--- src/rtl/dmem_port_arbiter.sv ---
// Shares the data-memory port between the MEM stage (priority) and a debug dump engine
// that reads idle cycles, stealing one cycle after STARVE_LIMIT busy cycles.
module dmem_port_arbiter #(
    parameter int unsigned CNT_W        = 10,
    parameter int unsigned STARVE_LIMIT = 8
) (
    input  logic             Clock,
    input  logic             Reset,
    input  logic             PipeMemRead,
    input  logic             PipeMemWrite,
    input  logic [31:0]      PipeAddress,
    input  logic [31:0]      PipeWriteData,
    input  logic [1:0]       PipeByteSig,
    output logic [31:0]      PipeReadData,
    output logic             PipeStall,
    input  logic             DbgStart,
    input  logic [31:0]      DbgBaseAddr,
    input  logic [CNT_W-1:0] DbgWordCount,
    output logic [31:0]      DbgData,
    output logic             DbgValid,
    input  logic             DbgReady,
    output logic             DbgBusy,
    output logic             DbgDone,
    output logic             MemRead,
    output logic             MemWrite,
    output logic [31:0]      MemAddress,
    output logic [31:0]      MemWriteData,
    output logic [1:0]       MemByteSig,
    input  logic [31:0]      MemReadData
);

    localparam int unsigned SW = $clog2(STARVE_LIMIT + 1);
    localparam logic [SW-1:0] LIM = SW'(STARVE_LIMIT);

    typedef enum logic [1:0] {
        S_IDLE,
        S_FETCH,
        S_HOLD,
        S_DONE
    } state_t;

    state_t            state_q, state_d;
    logic [31:0]       addr_q, addr_d;
    logic [31:0]       data_q, data_d;
    logic [CNT_W-1:0]  rem_q, rem_d;
    logic [SW-1:0]     starve_q, starve_d;
    logic              valid_q, valid_d;

    logic              pipe_busy;
    logic              grant;
    logic              steal;

    always_comb begin
        pipe_busy = PipeMemRead | PipeMemWrite;
        grant     = !pipe_busy || (starve_q == LIM);
        steal     = (state_q == S_FETCH) && grant;
    end

    // A stolen slot is always a plain word read, so the pipeline never shares a write cycle.
    always_comb begin
        if (steal) begin
            MemRead      = 1'b1;
            MemWrite     = 1'b0;
            MemAddress   = addr_q;
            MemWriteData = '0;
            MemByteSig   = 2'b00;
        end else begin
            MemRead      = PipeMemRead;
            MemWrite     = PipeMemWrite;
            MemAddress   = PipeAddress;
            MemWriteData = PipeWriteData;
            MemByteSig   = PipeByteSig;
        end
        PipeReadData = MemReadData;
        PipeStall    = steal & pipe_busy;
    end

    always_comb begin
        state_d  = state_q;
        addr_d   = addr_q;
        data_d   = data_q;
        rem_d    = rem_q;
        starve_d = starve_q;
        valid_d  = valid_q;
        unique case (state_q)
            S_IDLE: begin
                if (DbgStart) begin
                    addr_d   = DbgBaseAddr;
                    rem_d    = DbgWordCount;
                    starve_d = '0;
                    state_d  = (DbgWordCount == '0) ? S_DONE : S_FETCH;
                end
            end
            S_FETCH: begin
                if (grant) begin
                    data_d   = MemReadData;
                    valid_d  = 1'b1;
                    addr_d   = addr_q + 32'd4;
                    rem_d    = rem_q - CNT_W'(1);
                    starve_d = '0;
                    state_d  = S_HOLD;
                end else if (starve_q != LIM) begin
                    starve_d = starve_q + SW'(1);
                end
            end
            S_HOLD: begin
                if (DbgReady) begin
                    valid_d = 1'b0;
                    state_d = (rem_q != '0) ? S_FETCH : S_DONE;
                end
            end
            S_DONE: begin
                state_d = S_IDLE;
            end
            default: begin
                state_d = S_IDLE;
            end
        endcase
    end

    always_ff @(posedge Clock or negedge Reset) begin
        if (!Reset) begin
            state_q  <= S_IDLE;
            addr_q   <= '0;
            data_q   <= '0;
            rem_q    <= '0;
            starve_q <= '0;
            valid_q  <= 1'b0;
        end else begin
            state_q  <= state_d;
            addr_q   <= addr_d;
            data_q   <= data_d;
            rem_q    <= rem_d;
            starve_q <= starve_d;
            valid_q  <= valid_d;
        end
    end

    always_comb begin
        DbgData  = data_q;
        DbgValid = valid_q;
        DbgBusy  = (state_q != S_IDLE);
        DbgDone  = (state_q == S_DONE);
    end

endmodule

--- config.mk ---
export PLATFORM = sky130hd
export DESIGN_NAME = dmem_port_arbiter
export DESIGN_NICKNAME = d
export VERILOG_FILES = /design/src/rtl/dmem_port_arbiter.sv
export SDC_FILE = /design/constraint.sdc
export NUM_CORES = 1
export LEC_CHECK = 0
export ABC_CLOCK_PERIOD_IN_PS = 2550
export CORE_ASPECT_RATIO = 0.7
export CORE_MARGIN = 3
export CORE_UTILIZATION = 40
export DETAILED_ROUTE_END_ITERATION = 6
export PLACE_DENSITY = 0.81
export SETUP_SLACK_MARGIN = 0.15
export SYNTH_ARGS = -nofsm -noshare
export SYNTH_HDL_FRONTEND = slang
export SYNTH_SLANG_ARGS = --single-unit
--- constraint.sdc ---
create_clock -name Clock -period 2.55 [get_ports Clock]
set_input_delay 0.51 -clock Clock [delete_from_list [all_inputs] [get_ports Clock]]
set_output_delay 0.51 -clock Clock [all_outputs]
set_load 0.05 [all_outputs]
==> impl_metrics.tcl, run 1 <==
set metrics [dict create \
    cts.sinks 81 \
    path_max_fanout 5 \
    seq_area_frac_synth 0.378 \
    start_kind "flip-flop" \
    area_growth_pct 79.9 \
    insertion_delay_ns 0.34 \
    violations "setup timing" \
    grtUsageMet1 0.379 \
    path_class "flip-flop to output pin" \
    worst_pin_slew_ns 0.730 \
    syn_inst 587 \
    drc 0 \
    die-height_um 103 \
    cts.clk_slew.worst_paths_ns 0.07 \
    rows 34 \
    max-clock-path-buffers 2 \
    start_util 0.420 \
    arrival_ns 2.20 \
    crit_path_frequent_cell "nor2_4" \
    pwr_density_cell_nw_per_um2 1280 \
    die_w_um 144 \
    worst_slack_ns -0.161 \
    yosys.area_share.simple 0.217 \
    hold_viol 0 \
    worstPathCellList "inv_2 > ha_4 > and3b_2 > nor2_4 > nor2_4 > buf_6 > clkbuf_16 > mux2_4 > buf_8" \
    io_buffers 281 \
    endpoint_kind "output pin" \
    cp.required_ns 2.04 \
    peakVddDrop_v 0.000800 \
    path_delay_family "buffers and inverters" \
    placed_cells 990 \
    fmax_mhz 369 \
    syn_nets 737 \
    hold_class "input pin to async pin" \
    whs_ns 0.157 \
    maxSlewHeadroom 0.509 \
    ctsRootBufferMaster "clkbuf_16" \
    setup_violations 32 \
    synth_cell_types 58 \
    num_vias 6037 \
    fin_cells 1035 \
    antenna_found_initial 0 \
    place_congestion 0.873 \
    coreArea_um2 12800 \
    multi_input_area_um2 3140 \
    seqCellArea_um2 2030 \
    outcome "complete, but fails checks" \
    r2r_slack_ns 0.32 \
    die_area_um2 14800 \
    cts_made_buffers 9 \
    routedWlPerCell_um 21.3 \
    p_leak_nw 4.04 \
    muxShareOfSynthArea 0.132 \
    drtPass1Iterations 5 \
    ys_warn_count 0 \
    fin_crit_ns 2.71 \
    nets 1019 \
    wl_mm 22.0 \
    via_per_inst 5.83 \
    synth-compound-area-share 0.178 \
    finalMaxSlewViolations 0 \
    diodes 0 \
    cts_tree "yes" \
    finalSetupTns_ns -4.18 \
    path_buf_inv 4 \
    cpPeakStageDelay_ns 0.40 \
    synth-edff-count 0 \
    grt_first_pass_wirelength_mm 32.7 \
    final_antenna_net_count 0 \
    grt_max_degree 57 \
    drive_gt1_frac 0.362 \
    gr-total-overflow 0 \
    synthAdderAreaFrac 0.00934 \
    grt_pass1_vias 5926 \
    rsz0062_at_grt "true" \
    ys_seq_elements 81 \
    pin_count 282 \
    htreeDepth 3 \
    period_share 1.06 \
    grt.busiest_layer "met2" \
    cap_violations 0 \
    synthesis.area_um2 5360 \
    dr.first_iter.drc_count 523 \
    use_met3 0.0770 \
    ys.flop_type "dfrtp_1" \
    syn_avg_cell_area_um2 9.13 \
    grt.total_usage 0.283 \
    finClkSkew_ns 0.00757 \
    hold_buffers 0 \
    slowest_stage "dfrtp_1" \
    use_met2 0.453 \
    synth_top_family_by_area "simple AND/OR/NAND/NOR gates" \
    pre_cts_slack_ns -0.214 \
    place.detailed.hpwl_mm 14.9 \
    ys_async_sr_fraction 1.00 \
    fill_cells 851 \
    synth-xor-area-share 0 \
]
## final cells by class
class	instances	share of cell area
Timing Repair Buffer	345	0.405
Multi-Input combinational cell	419	0.326
Sequential cell	81	0.210
Inverter	13	0.00506
Clock inverter	6	0.00960
Tap cell	162	0.0210
Clock buffer	9	0.0234
## routing by layer
metal	vias up	part of all wire
met2	359	0.48
met5	-	0
li1	2715	-
met1	2928	0.40
met4	0	0.020
met3	35	0.10
## power by group
part / switching (mW) / leakage [nW] / internal (mW) / total [mW]
Clock: 0.543 / 0.148 / 0.857 / 1.40
Sequential: 0.712 / 0.946 / 1.94 / 2.65
Combinational: 4.71 / 2.95 / 3.56 / 8.27
Total: 5.96 / 4.04 / 6.36 / 12.3
## placed cells by master (no fill, tap or decap), drive strengths merged, types with 13 or more instances in the layout
cell type      netlist  final
a21oi               27     27
and2                43     43
buf                 46    166
clkdlybuf4s50        0    175
dfrtp               81     81
inv                 12     13
mux2                62     62
nand2               32     32
nand3               17     17
nand4               13     13
nor2                36     36
nor3                14     14
nor4                14     14
o21ai               44     44
## synth_stat cells, types with 3 or more instances
cell        n  area [um^2]
and4_1      5         43.8
a2111oi_0   3         26.3
buf_2       9         45.0
inv_1      12         45.0
o22a_1      3         26.3
o22ai_1     9         56.3
a211oi_1    3         22.5
a311oi_1    9         78.8
nand4_1    12         75.1
nor4_1     14         87.6
a21oi_1    27          135
nand2_1    31          116
and3_1      3         18.8
dfrtp_1    81         2030
o21ai_0    44          220
clkbuf_1   28          105
nand3_1    17         85.1
nand3b_1    3         22.5
buf_1       5         18.8
and2_1     42          263
o31ai_1     4         30.0
o211ai_1    3         22.5
nand2b_1    6         37.5
mux2_2     62          698
or4b_2      4         40.0
a2bb2oi_1   7         61.3
ha_1        4         50.1
a31oi_1     9         56.3
buf_4      32          240
nor3_1     14         70.1
a22oi_1     6         45.0
or3_1       3         18.8
nor2_1     36          135
## metrics by stage
stage	total power, mW	instance area, um^2	utilization
2_1_floorplan	7.17	5370	-
3_3_place_gp	9.50	8170	0.640
3_5_place_dp	9.69	8170	0.640
4_1_cts	11.8	9400	0.737
5_1_grt	12.9	9640	0.755
6_report	12.3	9640	0.755
## worst paths after layout
kind	from	endpoint	cells past startpoint
setup / recovery	starve_q[0]	MemAddress[24]	9
hold / removal	Reset	starve_q[0]	1
setup reg to reg	starve_q[0]	DbgData[29]	11
hold reg to reg	DbgData[3]	DbgData[3]	1
max in group asynchronous	Reset	DbgData[9]	2
min in group Clock	DbgData[3]	DbgData[3]	1
## kinds of logic (layout without fill, tap and decap cells)
kind of cell	count (synthesis)	count (layout)
mux	63	63
buf+inv	87	373
fa+ha+maj	4	4
flops	81	81
compound gates	145	145
simple gates	207	207
## registers in the layout, summed over array words and instances (netlist names)
signal,flops
DbgData,32
addr_q,32
rem_q,10
starve_q,4
state_q,2
DbgValid,1
## worst register-to-register path, cell delays in order, from the launching register on
cell	delay (ns)
dfrtp_1	0.40
inv_2	0.08
ha_4	0.13
and3b_2	0.25
nor2_4	0.06
nor2_4	0.15
buf_6	0.16
clkbuf_16	0.16
buf_4	0.11
buf_4	0.09
buf_4	0.16
mux2_2	0.35
## timing repair
action / in CTS / in global routing
cloned: 8 / 2
endpoints found under the setup margin: 69 / 69
gates resized for setup: 171 / 42
pin swaps: 37 / 3
buffers inserted: 16 / 4
endpoints found under the hold margin: 0 / 0
(Power assumes the default switching activity.)
==> inputs of run 2 (changes only) <==
--- a/config.mk
+++ b/config.mk
@@ -5,12 +5,12 @@
 export SDC_FILE = /design/constraint.sdc
 export NUM_CORES = 1
 export LEC_CHECK = 0
-export ABC_CLOCK_PERIOD_IN_PS = 2550
+export ABC_CLOCK_PERIOD_IN_PS = 3300
 export CORE_ASPECT_RATIO = 0.7
 export CORE_MARGIN = 3
-export CORE_UTILIZATION = 40
+export CORE_UTILIZATION = 43
 export DETAILED_ROUTE_END_ITERATION = 6
-export PLACE_DENSITY = 0.81
+export PLACE_DENSITY = 0.87
 export SETUP_SLACK_MARGIN = 0.15
 export SYNTH_ARGS = -nofsm -noshare
 export SYNTH_HDL_FRONTEND = slang
==> constraint.sdc (replaced) <==
create_clock -name Clock -period 3.3 [get_ports Clock]
set_input_delay 0.66 -clock Clock [delete_from_list [all_inputs] [get_ports Clock]]
set_output_delay 0.66 -clock Clock [all_outputs]
set_load 0.05 [all_outputs]
==> impl_metrics.tcl, run 2 (synthesis results as in run 1) <==
set metrics [dict create \
    coreArea_um2 11900 \
    io_buffers 281 \
    hold_buffers 0 \
    path_delay_family "buffers and inverters" \
    finClkSkew_ns 0.00433 \
    cpPeakStageDelay_ns 0.48 \
    fin_crit_ns 3.10 \
    grt_max_degree 82 \
    placed_area_um2 8040 \
    insertion_delay_ns 0.34 \
    path_class "input pin to output pin" \
    fin_cells 981 \
    arrival_ns 2.44 \
    slowest_stage "clkdlybuf4s50_1" \
    path_buf_inv 3 \
    endpoint_kind "output pin" \
    nets 970 \
    die_w_um 139 \
    dr.first_iter.drc_count 501 \
    ctsRootBufferMaster "clkbuf_16" \
    final_antenna_net_count 0 \
    diodes 0 \
    worstPathCellList "clkdlybuf4s50_1 > o21ai_1 > nor2_1 > nor2_4 > buf_12 > mux2_2 > buf_4" \
    setup_violations 0 \
    cp.required_ns 2.64 \
    fmax_mhz 322 \
    routedWlPerCell_um 19.1 \
    drc 0 \
    grt.total_usage 0.266 \
    cts_made_buffers 9 \
    peakVddDrop_v 0.000695 \
    final_cell_mix "211 x clkdlybuf4s50_1, 81 x dfrtp_1, 76 x buf_4" \
    hold_class "input pin to async pin" \
    gr-total-overflow 0 \
    place_congestion 0.884 \
    area_growth_pct 55.7 \
    finalSetupTns_ns 0 \
    cts_tree "yes" \
    antenna_found_initial 1 \
    die-height_um 99.4 \
    start_util 0.449 \
    finalMaxSlewViolations 0 \
    worst_pin_slew_ns 1.05 \
    start_kind "input pin" \
    period_share 0.940 \
    grt_first_pass_wirelength_mm 30.0 \
    outcome "complete, no violations" \
    fill_cells 898 \
    design_area_um2 8350 \
    via_per_inst 5.82 \
    path_max_fanout 27 \
    pin_count 282 \
    wl_mm 18.7 \
    grt_pass1_vias 5660 \
    cts.clk_slew.worst_paths_ns 0.06 \
    fin_util 0.699 \
    drtPass1Iterations 5 \
    maxSlewHeadroom 0.298 \
    rsz0062_at_grt "true" \
    pwr_density_cell_nw_per_um2 1000 \
    placed_cells 966 \
    drive_gt1_frac 0.227 \
    max-clock-path-buffers 2 \
    cts.sinks 81 \
    place.detailed.hpwl_mm 14.2 \
    num_vias 5712 \
    hold_viol 0 \
    rows 33 \
    final_common_cell "clkdlybuf4s50_1" \
    totalPowerFinal_mw 8.34 \
    cap_violations 0 \
    p_leak_nw 3.31 \
    htreeDepth 3 \
    die_area_um2 13900 \
]
## run 2: changes by cell type in the layout (fill, tap and decap cells not counted), sizes merged
cell	previous run	this run
clkinvlp	2	1
bufinv	2	1
clkbuf	11	10
clkdlybuf4s50	175	211
dlygate4sd2	2	0
inv	13	12
buf	166	85
clkinv	2	4
## run 2: worst paths after layout
path / from / end / slack, ns / depth (start not counted)
setup / recovery: PipeMemRead / MemAddress[22] / 0.20 / 7
hold / removal: Reset / state_q[1] / 0.48 / 1
setup reg to reg: addr_q[10] / addr_q[16] / 0.85 / 4
hold reg to reg: DbgData[19] / DbgData[19] / 0.50 / 1
max in group asynchronous: Reset / addr_q[28] / 2.11 / 1
min in group Clock: DbgData[19] / DbgData[19] / 0.50 / 1
## run 2: repair_timing
item | CTS | global route
hold endpoints to repair | 0 | 0
buffers inserted | 0 | 0
setup endpoints to repair | 27 | 32
resized for setup | 1 | 9
pin swaps | 0 | 0
## run 2: metrics by stage
step	worst slack [ns]	hold WS [ns]
3_5_place_dp	0.0995	0.495
3_3_place_gp	0.131	0.487
2_1_floorplan	0.0446	0.364
4_1_cts	0.180	0.508
6_report	0.199	0.485
5_1_grt	0.112	0.521
## run 2: layout make-up
| cell class | count | area [um^2] | area share |
|---|---|---|---|
| Multi-Input combinational cell | 419 | 2920 | 0.349 |
| Timing Repair Buffer | 296 | 2860 | 0.343 |
| Clock buffer | 10 | 239 | 0.0286 |
| Clock inverter | 5 | 56.3 | 0.00675 |
| Tap cell | 157 | 196 | 0.0235 |
| Inverter | 13 | 48.8 | 0.00585 |
| Sequential cell | 81 | 2030 | 0.243 |
## run 2: metal layers
metal | global-route usage | wire (um) | up-vias
met2 | 0.427 | 8830 | 308
met4 | 0.0632 | 214 | 2
met3 | 0.0841 | 2010 | 31
li1 | - | - | 2614
met5 | 0 | 7 | -
met1 | 0.355 | 7640 | 2757
## run 2: power by group
part,total [mW],switching (mW),leakage (nW),internal (mW)
clock network,1.00,0.399,0.144,0.601
logic,5.25,3.25,2.21,2.00
registers,2.09,0.594,0.947,1.50
total,8.34,4.25,3.31,4.10
==> inputs of run 3 (changes only) <==
--- a/config.mk
+++ b/config.mk
@@ -11,7 +11,7 @@
 export CORE_UTILIZATION = 43
 export DETAILED_ROUTE_END_ITERATION = 6
 export PLACE_DENSITY = 0.87
-export SETUP_SLACK_MARGIN = 0.15
+export SETUP_SLACK_MARGIN = 0.1
 export SYNTH_ARGS = -nofsm -noshare
 export SYNTH_HDL_FRONTEND = slang
 export SYNTH_SLANG_ARGS = --single-unit
==> impl_metrics.tcl, run 3 (synthesis results as in run 1) <==
set metrics [dict create \
    outcome "complete, no violations" \
    grt_pass1_vias 5660 \
    fmax_mhz 322 \
    endpoint_kind "output pin" \
    area_growth_pct 55.5 \
    path_delay_family "buffers and inverters" \
    wl_mm 18.7 \
    max-clock-path-buffers 2 \
    arrival_ns 2.44 \
    pin_count 282 \
    final_antenna_net_count 0 \
    path_buf_inv 3 \
    io_buffers 281 \
    via_per_inst 5.82 \
    worst_slack_ns 0.198 \
    num_vias 5707 \
    place.detailed.hpwl_mm 14.2 \
    rows 33 \
    drive_gt1_frac 0.223 \
    cap_violations 0 \
    diodes 0 \
    cp.required_ns 2.64 \
    grtUsageMet1 0.355 \
    coreArea_um2 11900 \
    insertion_delay_ns 0.34 \
    post_cts_buffers 0 \
    period_share 0.940 \
    setup_violations 0 \
    grt_max_degree 82 \
    use_met3 0.0841 \
    cts_made_buffers 9 \
    start_util 0.449 \
    worst_pin_slew_ns 1.06 \
    rsz0062_at_grt "false" \
    routedWlPerCell_um 19.1 \
    slowest_stage "clkdlybuf4s50_1" \
    die-height_um 99.4 \
    final_common_cell "clkdlybuf4s50_1" \
    drc 0 \
    cpPeakStageDelay_ns 0.48 \
    worstPathCellList "clkdlybuf4s50_1 > o21ai_1 > nor2_1 > nor2_4 > buf_12 > mux2_2 > buf_4" \
    pwr_density_cell_nw_per_um2 1000 \
    cts.sinks 81 \
    nets 970 \
    seqCellArea_um2 2030 \
    grt_first_pass_wirelength_mm 30.0 \
    finClkSkew_ns 0.00595 \
    maxSlewHeadroom 0.296 \
    die_w_um 139 \
    reg2reg_from "addr_q[10]" \
    htreeDepth 3 \
    hold_buffers 0 \
    fin_util 0.698 \
    cp-startpoint "PipeMemRead" \
    grt.busiest_layer "met2" \
    ctsRootBufferMaster "clkbuf_16" \
    finalMaxSlewViolations 0 \
    hold_class "input pin to async pin" \
    die_area_um2 13900 \
    start_kind "input pin" \
    peakVddDrop_v 0.000695 \
    pre_cts_slack_ns 0.0995 \
    antenna_found_initial 1 \
    drtPass1Iterations 5 \
    place_congestion 0.884 \
    fin_crit_ns 3.10 \
    use_met2 0.427 \
    p_leak_nw 3.30 \
    grt.total_usage 0.266 \
    path_max_fanout 27 \
    cts.clk_slew.worst_paths_ns 0.06 \
    fill_cells 901 \
    cts_tree "yes" \
    dr.first_iter.drc_count 521 \
    hold_viol 0 \
    finalSetupTns_ns 0 \
    final_cell_mix "211 x clkdlybuf4s50_1, 81 x dfrtp_1, 76 x buf_4" \
    multi_input_area_um2 2900 \
    path_class "input pin to output pin" \
    gr-total-overflow 0 \
]
run 3: what timing repair did:
action | 4_1_cts | 5_1_grt
endpoints found under the setup margin | 20 | 5
gates resized for setup | 1 | 6
cloned | 0 | 0
run 3: worst reg2reg max path, stage by stage (launching register included):
cell and delay (ns):
dfrtp_1 0.49, nand4_1 0.43, nor4_1 0.97, a41oi_1 0.21, a311oi_1 0.22
run 3: per-layer routing:
layer  up-vias  wire, um
met2       320      8830
met1      2748      7600
met5         -         7
met4         2       197
li1       2613         -
met3        24      2060
run 3: worst paths after layout:
kind                             endpoint  slack, ns  depth (start not counted)
max in group asynchronous      addr_q[28]       2.11                          1
max reg2reg                    addr_q[16]       0.89                          4
min in group Clock            DbgData[19]       0.50                          1
max                        MemAddress[22]       0.20                          7
min reg2reg                   DbgData[19]       0.50                          1
min                            state_q[1]       0.49                          1
run 3: power by group:
group | total (mW) | leakage, nW | internal [mW] | switching [mW]
Combinational | 5.24 | 2.21 | 2.00 | 3.24
Clock | 1.00 | 0.144 | 0.601 | 0.404
Sequential | 2.09 | 0.947 | 1.50 | 0.591
run 3: layout make-up:
type | count | area share
Multi-Input combinational cell | 419 | 0.348
Timing Repair Buffer | 296 | 0.343
Sequential cell | 81 | 0.243
Clock buffer | 10 | 0.0287
Tap cell | 157 | 0.0236
Clock inverter | 5 | 0.00676
Inverter | 13 | 0.00585
run 3: stage by stage:
stage          instance area, um^2  cells  power (mW)  hold slack, ns
6_report                      8330    981        8.33           0.492
5_1_grt                       8330    981        8.80           0.521
4_1_cts                       8330    981        8.32           0.508
3_5_place_dp                  8040    966        7.29           0.495
3_3_place_gp                  8040    966        7.14           0.487
2_1_floorplan                 5360    587        5.53           0.364
